File: src/rtl/video_timing_gen.sv
// video_timing_gen: raster timing generator feeding the TMDS encoders.
// The request stage (REQ/X/Y/LINE_START/FRAME_START) runs LEAD cycles ahead of
// the encoder stage (ACTIVE/HSYNC/VSYNC/RED/GREEN/BLUE) so framebuffer read
// latency is hidden.
// Optional colour-bar test pattern: define VIDEO_TIMING_GEN_TPG_EN.
module video_timing_gen #(
    parameter int H_ACTIVE  = 640,
    parameter int H_FP      = 16,
    parameter int H_SYNC    = 96,
    parameter int H_BP      = 48,
    parameter int V_ACTIVE  = 480,
    parameter int V_FP      = 10,
    parameter int V_SYNC    = 2,
    parameter int V_BP      = 33,
    parameter bit HSYNC_POL = 1'b0,
    parameter bit VSYNC_POL = 1'b0,
    parameter int LEAD      = 2
) (
    input  logic        PIXEL_CLK,
    input  logic        RESET,
    output logic        REQ,
    output logic [11:0] X,
    output logic [11:0] Y,
    output logic        LINE_START,
    output logic        FRAME_START,
    output logic        ACTIVE,
    output logic        HSYNC,
    output logic        VSYNC,
    output logic [7:0]  RED,
    output logic [7:0]  GREEN,
    output logic [7:0]  BLUE
);

    localparam int H_TOTAL = H_ACTIVE + H_FP + H_SYNC + H_BP;
    localparam int V_TOTAL = V_ACTIVE + V_FP + V_SYNC + V_BP;

    localparam logic [11:0] H_LAST = 12'(H_TOTAL - 1);
    localparam logic [11:0] V_LAST = 12'(V_TOTAL - 1);
    localparam logic [11:0] H_VIS  = 12'(H_ACTIVE);
    localparam logic [11:0] V_VIS  = 12'(V_ACTIVE);
    localparam logic [11:0] HS_BEG = 12'(H_ACTIVE + H_FP);
    localparam logic [11:0] HS_END = 12'(H_ACTIVE + H_FP + H_SYNC);
    localparam logic [11:0] VS_BEG = 12'(V_ACTIVE + V_FP);
    localparam logic [11:0] VS_END = 12'(V_ACTIVE + V_FP + V_SYNC);

    // Encoder-stage bundle: {active, hsync, vsync, red, green, blue}
    localparam int ENC_W = 27;
    localparam logic [ENC_W-1:0] ENC_IDLE = {1'b0, ~HSYNC_POL, ~VSYNC_POL, 24'd0};

    logic [11:0] h;
    logic [11:0] v;
    logic        vis;
    logic        hs_dec;
    logic        vs_dec;
    logic [23:0] rgb_dec;

    // Raster position counters; v steps when h wraps
    always_ff @(posedge PIXEL_CLK) begin
        if (RESET) begin
            h <= '0;
            v <= '0;
        end else if (h == H_LAST) begin
            h <= '0;
            v <= (v == V_LAST) ? 12'd0 : v + 12'd1;
        end else begin
            h <= h + 12'd1;
        end
    end

    assign vis    = (h < H_VIS) && (v < V_VIS);
    assign hs_dec = ((h >= HS_BEG) && (h < HS_END)) ? HSYNC_POL : ~HSYNC_POL;
    assign vs_dec = ((v >= VS_BEG) && (v < VS_END)) ? VSYNC_POL : ~VSYNC_POL;

`ifdef VIDEO_TIMING_GEN_TPG_EN
    localparam logic [11:0] BAR_LAST = 12'(H_ACTIVE / 8 - 1);

    logic [2:0]  bar;
    logic [11:0] bar_cnt;
    logic [2:0]  colour;

    // Bar index tracks h: cleared at line start, steps every H_ACTIVE/8 visible pixels
    always_ff @(posedge PIXEL_CLK) begin
        if (RESET || (h == H_LAST)) begin
            bar     <= '0;
            bar_cnt <= '0;
        end else if (h < H_VIS) begin
            if (bar_cnt == BAR_LAST) begin
                bar     <= bar + 3'd1;
                bar_cnt <= '0;
            end else begin
                bar_cnt <= bar_cnt + 12'd1;
            end
        end
    end

    assign colour  = 3'd7 - bar;
    assign rgb_dec = vis ? {{8{colour[2]}}, {8{colour[1]}}, {8{colour[0]}}} : 24'd0;
`else
    assign rgb_dec = 24'd0;
`endif

    logic             req_p0;
    logic [11:0]      x_p0;
    logic [11:0]      y_p0;
    logic             line_start_p0;
    logic             frame_start_p0;
    logic [ENC_W-1:0] enc_p0;
    logic [ENC_W-1:0] enc_out;

    // Request stage: registered decode of the current position
    always_ff @(posedge PIXEL_CLK) begin
        if (RESET) begin
            req_p0         <= 1'b0;
            x_p0           <= '0;
            y_p0           <= '0;
            line_start_p0  <= 1'b0;
            frame_start_p0 <= 1'b0;
            enc_p0         <= ENC_IDLE;
        end else begin
            req_p0         <= vis;
            x_p0           <= vis ? h : 12'd0;
            y_p0           <= vis ? v : 12'd0;
            line_start_p0  <= (h == 12'd0);
            frame_start_p0 <= (h == 12'd0) && (v == 12'd0);
            enc_p0         <= {vis, hs_dec, vs_dec, rgb_dec};
        end
    end

    // Encoder stage: LEAD-deep shift chain behind the request stage
    generate
        if (LEAD == 0) begin : g_no_lead
            assign enc_out = enc_p0;
        end else begin : g_lead
            logic [ENC_W-1:0] enc_dly [LEAD];

            // Shift chain, flushed to idle values by reset
            always_ff @(posedge PIXEL_CLK) begin
                if (RESET) begin
                    for (int i = 0; i < LEAD; i++) enc_dly[i] <= ENC_IDLE;
                end else begin
                    enc_dly[0] <= enc_p0;
                    for (int i = 1; i < LEAD; i++) enc_dly[i] <= enc_dly[i-1];
                end
            end

            assign enc_out = enc_dly[LEAD-1];
        end
    endgenerate

    assign REQ         = req_p0;
    assign X           = x_p0;
    assign Y           = y_p0;
    assign LINE_START  = line_start_p0;
    assign FRAME_START = frame_start_p0;
    assign ACTIVE      = enc_out[26];
    assign HSYNC       = enc_out[25];
    assign VSYNC       = enc_out[24];
    assign RED         = enc_out[23:16];
    assign GREEN       = enc_out[15:8];
    assign BLUE        = enc_out[7:0];

endmodule
File: config.mk
export PLATFORM = sky130hd
export DESIGN_NAME = video_timing_gen
export DESIGN_NICKNAME = d
export VERILOG_FILES = /design/src/rtl/video_timing_gen.sv
export SDC_FILE = /design/constraint.sdc
export NUM_CORES = 1
export LEC_CHECK = 0
export CAP_MARGIN = 10
export CORE_UTILIZATION = 45
export CTS_CLUSTER_SIZE = 28
export DETAILED_ROUTE_END_ITERATION = 10
export GPL_TIMING_DRIVEN = 1
export PLACE_DENSITY = 0.72
export SLEW_MARGIN = 20
export SYNTH_ARGS = -nofsm -noshare
export SYNTH_HDL_FRONTEND = slang
export SYNTH_SLANG_ARGS = --single-unit
File: constraint.sdc
create_clock -name PIXEL_CLK -period 2.12 [get_ports PIXEL_CLK]
set_input_delay 0.424 -clock PIXEL_CLK [delete_from_list [all_inputs] [get_ports PIXEL_CLK]]
set_output_delay 0.424 -clock PIXEL_CLK [all_outputs]
set_load 0.01 [all_outputs]
==> metrics.txt, run 1 <==
outcome completed; Non-Filler Instances 364; total number of cells along the worst setup path 5; leading area contributor after synthesis dfxtp_1; setup TNS 0 ns; Area Overhead vs Synth 25.1%; Crit path max-delay family simple AND/OR/NAND/NOR gates; fmax 494 MHz; routed wire length 4210 um; flops & latches, synth 59; most frequent cells in the layout dfxtp_1, clkdlybuf4s50_1, conb_1; Worst-path clk slew 0.06 ns; slowest CP cell or4_1; global-route wire length before repair 6760 um; IO Pins 56; vias in the first global route 1450; CTS Root Cell clkbuf_8; diode count 0; Seq/Total Area, Yosys 50.5%; worst skew pair latency 0.33 ns; Routability Congestion 0.868; DIE WIDTH 74.1 um; Num CTS Buffers 9; post-route cell area 2920 um2; Min-Delay Path Depth 1; Avg WL per Cell 11.6 um; routed vias 1719; synth top area cells dfxtp_1, buf_4, and2_1; # placed instances 347; Max stage delay on crit path 0.57 ns; WP buf/inv 0; Setup WS pre-CTS 0.135 ns; fin util 60.3%; Die Area 5490 um2; post-CTS sizing 0; Hold Fails Final Rpt 0; share of layout cells above drive strength 1 10.8%; final slew viol count 0; endpoint class of the critical path flop; critical path type reg2reg; global-route usage over all layers 17.0%; commonest non-fill, non-tap cell in the layout dfxtp_1; H-Tree Depth 3; Worst Setup Start Kind flop; DR iter-0 viols 75; Peak VDD IR 304 uV; DP Wirelength 2930 um; vias per cell 4.72; initial antenna violation count 0; maxcap violations 0; # nets final 299; Placed Area 2700 um2; # setup viols final 0; HP Class reg2reg; Cell variety after synth 37; Core Box Area 4850 um2; cell leakage power 1.12 nW; global route total overflow 0; PD cells 797 nW/um2; Syn Inst Count 244; cells on worst reg2reg path 5; initial core utilization 48.2%; syn_area_per_cell 9.58 um2; worst-case clock buffer depth 2; synth warn 0; crit-path cells ha_1, and4_1, nand4_4, or4_1, a21oi_1; Slew @ Worst Pin 0.503 ns; Critical Path Fanout Max 19; number of remaining DRC errors 0; Final WS setup 0.0962 ns; relative slew slack 66.0%; Final Critical Period 2.02 ns; Post-CTS Hold Buffers 0; total power 2.33 mW; die height 74.1 um; EDFF count, synth 0; synthesized area 2340 um2; CTS Sinks 59; buffers added on ports 31; Final period util 95.5%; arrival time worst endpoint 2.28 ns; Critical Path RT 2.37 ns; DRT Pass-1 Iters 4; Cell Rows 25; final hold slack 0.406 ns; Primary FF master, synth dfxtp_1; largest net degree at the start of global routing 20; Detail Route Antenna Nets 0; CTS tree yes; top cell type's share of synthesized area 50.5%; Setup Skew 0.00657 ns; ys async rst share 0%
-- kinds of logic (layout without fill, tap and decap cells) --
family          Yosys count  after routing  share of synthesized area [%]
compound gates           27             27                           7.44
simple gates            100            100                           25.1
fa+ha+maj                 4              4                           2.14
buf+inv                  43             68                           10.9
other cells               1             29                          0.160
flops                    59             59                           50.5
xor+xnor                 10             10                           3.75
-- registers in the layout, summed over array words and instances (netlist names) --
register / count
FRAME_START: 1
LINE_START: 1
REQ: 1
X: 12
Y: 12
enc_p0: 2
g_lead.enc_dly: 6
h: 12
v: 12
-- power by group --
group | switching, mW | internal (mW)
combinational | 0.0633 | 0.0529
clock | 0.397 | 0.665
sequential | 0.0181 | 1.13
total | 0.478 | 1.85
-- cell type report --
class                           instances  area [um2]
Inverter                               10        37.5
Fill cell                             412        1930
Tap cell                               67        83.8
Multi-Input combinational cell        170        1010
Clock inverter                          1        30.0
Timing Repair Buffer                   43         400
Clock buffer                           14         183
Sequential cell                        59        1180
-- routing by layer --
layer  global-route usage (%)  wire (um)  vias to the layer above
met2                     26.5       1930                       58
met1                     20.4       1950                      782
met4                     9.62        106                        0
met3                     6.10        225                        8
met5                        0          0                        -
li1                         -          -                      871
-- timing repair --
| item | CTS | global route |
|---|---|---|
| setup endpoints to repair | 0 | 3 |
| buffers inserted | 0 | 2 |
| hold endpoints to repair | 0 | 0 |
-- path summary, 6_finish.rpt --
check	to	slack [ns]	start
setup / recovery	v[10]	0.1	h[0]
hold / removal	g_lead.enc_dly[0][52]	0.41	g_lead.enc_dly[0][25]
setup reg to reg	v[10]	0.1	h[0]
hold reg to reg	g_lead.enc_dly[0][52]	0.41	g_lead.enc_dly[0][25]
-- cells in the mapped netlist, types with 5 or more instances --
master / instances
o21ai_0: 5
nor4_1: 5
nor2_1: 17
nand2_1: 14
dfxtp_1: 59
nand4_1: 6
inv_1: 10
nand3_1: 9
o31ai_1: 9
and2_1: 22
clkbuf_1: 7
a21oi_1: 7
xnor2_1: 7
or4_1: 6
buf_4: 24
(Power assumes the default switching activity.)
==> run 2: changes to the inputs <==
SLEW_MARGIN = default   (was 20)
==> results of run 2 <==
Same layout as run 1: the final DEF is identical, and so are final timing and power.
==> run 3: changes to the inputs <==
CTS_BUF_LIST = sky130_fd_sc_hd__clkbuf_2 sky130_fd_sc_hd__clkbuf_4 sky130_fd_sc_hd__clkbuf_8   (was default)
==> metrics.txt, run 3 (same netlist as run 1, synthesis figures left out) <==
outcome completed (unchanged); Int Power 1.87 mW (was 1.85 mW); # setup viols final 0 (unchanged); arrival time worst endpoint 2.28 ns (about the same); maxcap violations 0 (unchanged); Worst-path clk slew 0.06 ns (about the same); critical path type reg2reg (unchanged); CTS tree yes (unchanged); WP buf/inv 0 (unchanged); Cell Rows 25 (unchanged); Crit path max-delay family simple AND/OR/NAND/NOR gates (unchanged); final slew viol count 0 (unchanged); crit-path cells ha_1, and4_1, nand4_4, or4_1, a21oi_1 (unchanged); Critical Path RT 2.37 ns (about the same); Logic pwr share 5.0% (about the same); endpoint class of the critical path flop (unchanged); cell leakage power 1.12 nW (about the same); P_sw 478 uW (about the same); Setup WS pre-CTS 0.135 ns (unchanged); Final Critical Period 2.03 ns (was 2.02 ns); # placed instances 347 (unchanged); Hold Fails Final Rpt 0 (unchanged); most frequent cells in the layout dfxtp_1, clkdlybuf4s50_1, conb_1 (unchanged); worst skew pair latency 0.33 ns (about the same); Reg area 1180 um2 (unchanged); DP Wirelength 2930 um (unchanged); Max stage delay on crit path 0.57 ns (about the same); CTS Sinks 59 (unchanged); Critical Path Fanout Max 19 (unchanged); # nets final 299 (unchanged); Setup Skew 0.00657 ns (about the same); Peak VDD IR 304 uV (about the same); total power 2.34 mW (was 2.33 mW); initial antenna violation count 0 (unchanged); initial core utilization 48.2% (unchanged); Worst Setup Start Kind flop (unchanged); Area Overhead vs Synth 25.2% (was 25.1%); Final WS setup 0.0902 ns (was 0.0962 ns); worst-case clock buffer depth 2 (unchanged); area taken by multi-input logic gates 1010 um2 (unchanged); DR iter-0 viols 75 (unchanged); vias in the first global route 1450 (unchanged); Final period util 95.7% (was 95.5%); clock network fraction of design power 45.9% (was 45.6%); global route total overflow 0 (unchanged); H-Tree Depth 3 (unchanged); routed vias 1721 (was 1719); IO Pins 56 (unchanged); HP Class reg2reg (unchanged); Detail Route Antenna Nets 0 (unchanged); CTS Root Cell clkbuf_8 (unchanged); Core Box Area 4850 um2 (unchanged); Avg WL per Cell 11.6 um (about the same); commonest non-fill, non-tap cell in the layout dfxtp_1 (unchanged); PD cells 801 nW/um2 (was 797 nW/um2); share of layout cells above drive strength 1 11.1% (was 10.8%); Die Area 5490 um2 (unchanged); largest net degree at the start of global routing 20 (unchanged); number of remaining DRC errors 0 (unchanged); fmax 493 MHz (was 494 MHz); sequential share of power 49.2% (was 49.4%); diode count 0 (unchanged); Num CTS Buffers 9 (unchanged); vias per cell 4.73 (was 4.72); die height 74.1 um (unchanged); global-route wire length before repair 6760 um (unchanged); buffers added on ports 31 (unchanged); Routability Congestion 0.868 (unchanged); Fill cells 410 (was 412); Non-Filler Instances 364 (unchanged); Slew @ Worst Pin 0.503 ns (unchanged); relative slew slack 66.0% (unchanged); slowest CP cell or4_1 (unchanged); global-route usage over all layers 17.0% (unchanged); Sw Ratio 20.4% (was 20.5%); DIE WIDTH 74.1 um (unchanged); routed wire length 4210 um (about the same); DRT Pass-1 Iters 4 (unchanged)
[run 3: cell counts in the layout (fill, tap and decap cells not counted)]
No cell type changed its count.
[run 3: metal layers]
metal | vias up | GRT usage (%) | part of all wire (%)
met2 | 58 | 26.5 | 46
met5 | - | 0 | 0
met1 | 783 | 20.4 | 46
li1 | 872 | - | -
met3 | 8 | 6.10 | 5.3
met4 | 0 | 9.62 | 2.5
[run 3: final timing paths]
check,start,to,slack (ns),cells after the start
max,h[0],v[10],0.09,5
min,g_lead.enc_dly[0][25],g_lead.enc_dly[0][52],0.41,1
max reg2reg,h[0],v[10],0.09,5
min reg2reg,g_lead.enc_dly[0][25],g_lead.enc_dly[0][52],0.41,1
[run 3: worst reg2reg max path, cell delays in order, from the launching register on]
cell	delay, ns
dfxtp_1	0.39
ha_1	0.24
and4_1	0.31
nand4_4	0.26
or4_1	0.58
a21oi_1	0.17
[run 3: per-stage QoR]
stage	area (um2)	TNS, ns	hold WS, ns	util (%)
final	2930	0	0.406	60.4
after CTS	2910	0	0.411	60.1
after detailed placement	2700	0	0.395	55.6
after floorplan	2440	0	0.389	-
after global placement	2700	0	0.391	55.6
after global routing	2930	-0.00339	0.425	60.4
[run 3: area by class of cell]
| cell class | instances | share of cell area, % |
|---|---|---|
| inverters | 10 | 1.28 |
| clock inverters | 1 | 1.03 |
| well taps | 67 | 2.86 |
| clock buffers | 14 | 6.37 |
| repair buffers | 43 | 13.7 |
| flip-flops and latches | 59 | 40.4 |
| multi-input cells | 170 | 34.4 |
[run 3: what timing repair did]
| item | in CTS | in global routing |
|---|---|---|
| setup buffers | 0 | 2 |
| resized for setup | 0 | 0 |
| endpoints found under the setup margin | 0 | 3 |
| hold buffers | 0 | 0 |
[run 3: power groups by stage]
stage / sequential (mW) / combinational (mW) / clock, mW
2_1_floorplan: 1.18 / 0.0961 / 0
3_3_place_gp: 1.18 / 0.115 / 0
3_5_place_dp: 1.18 / 0.116 / 0
4_1_cts: 1.15 / 0.116 / 1.10
5_1_grt: 1.15 / 0.128 / 1.16
6_report: 1.15 / 0.116 / 1.07
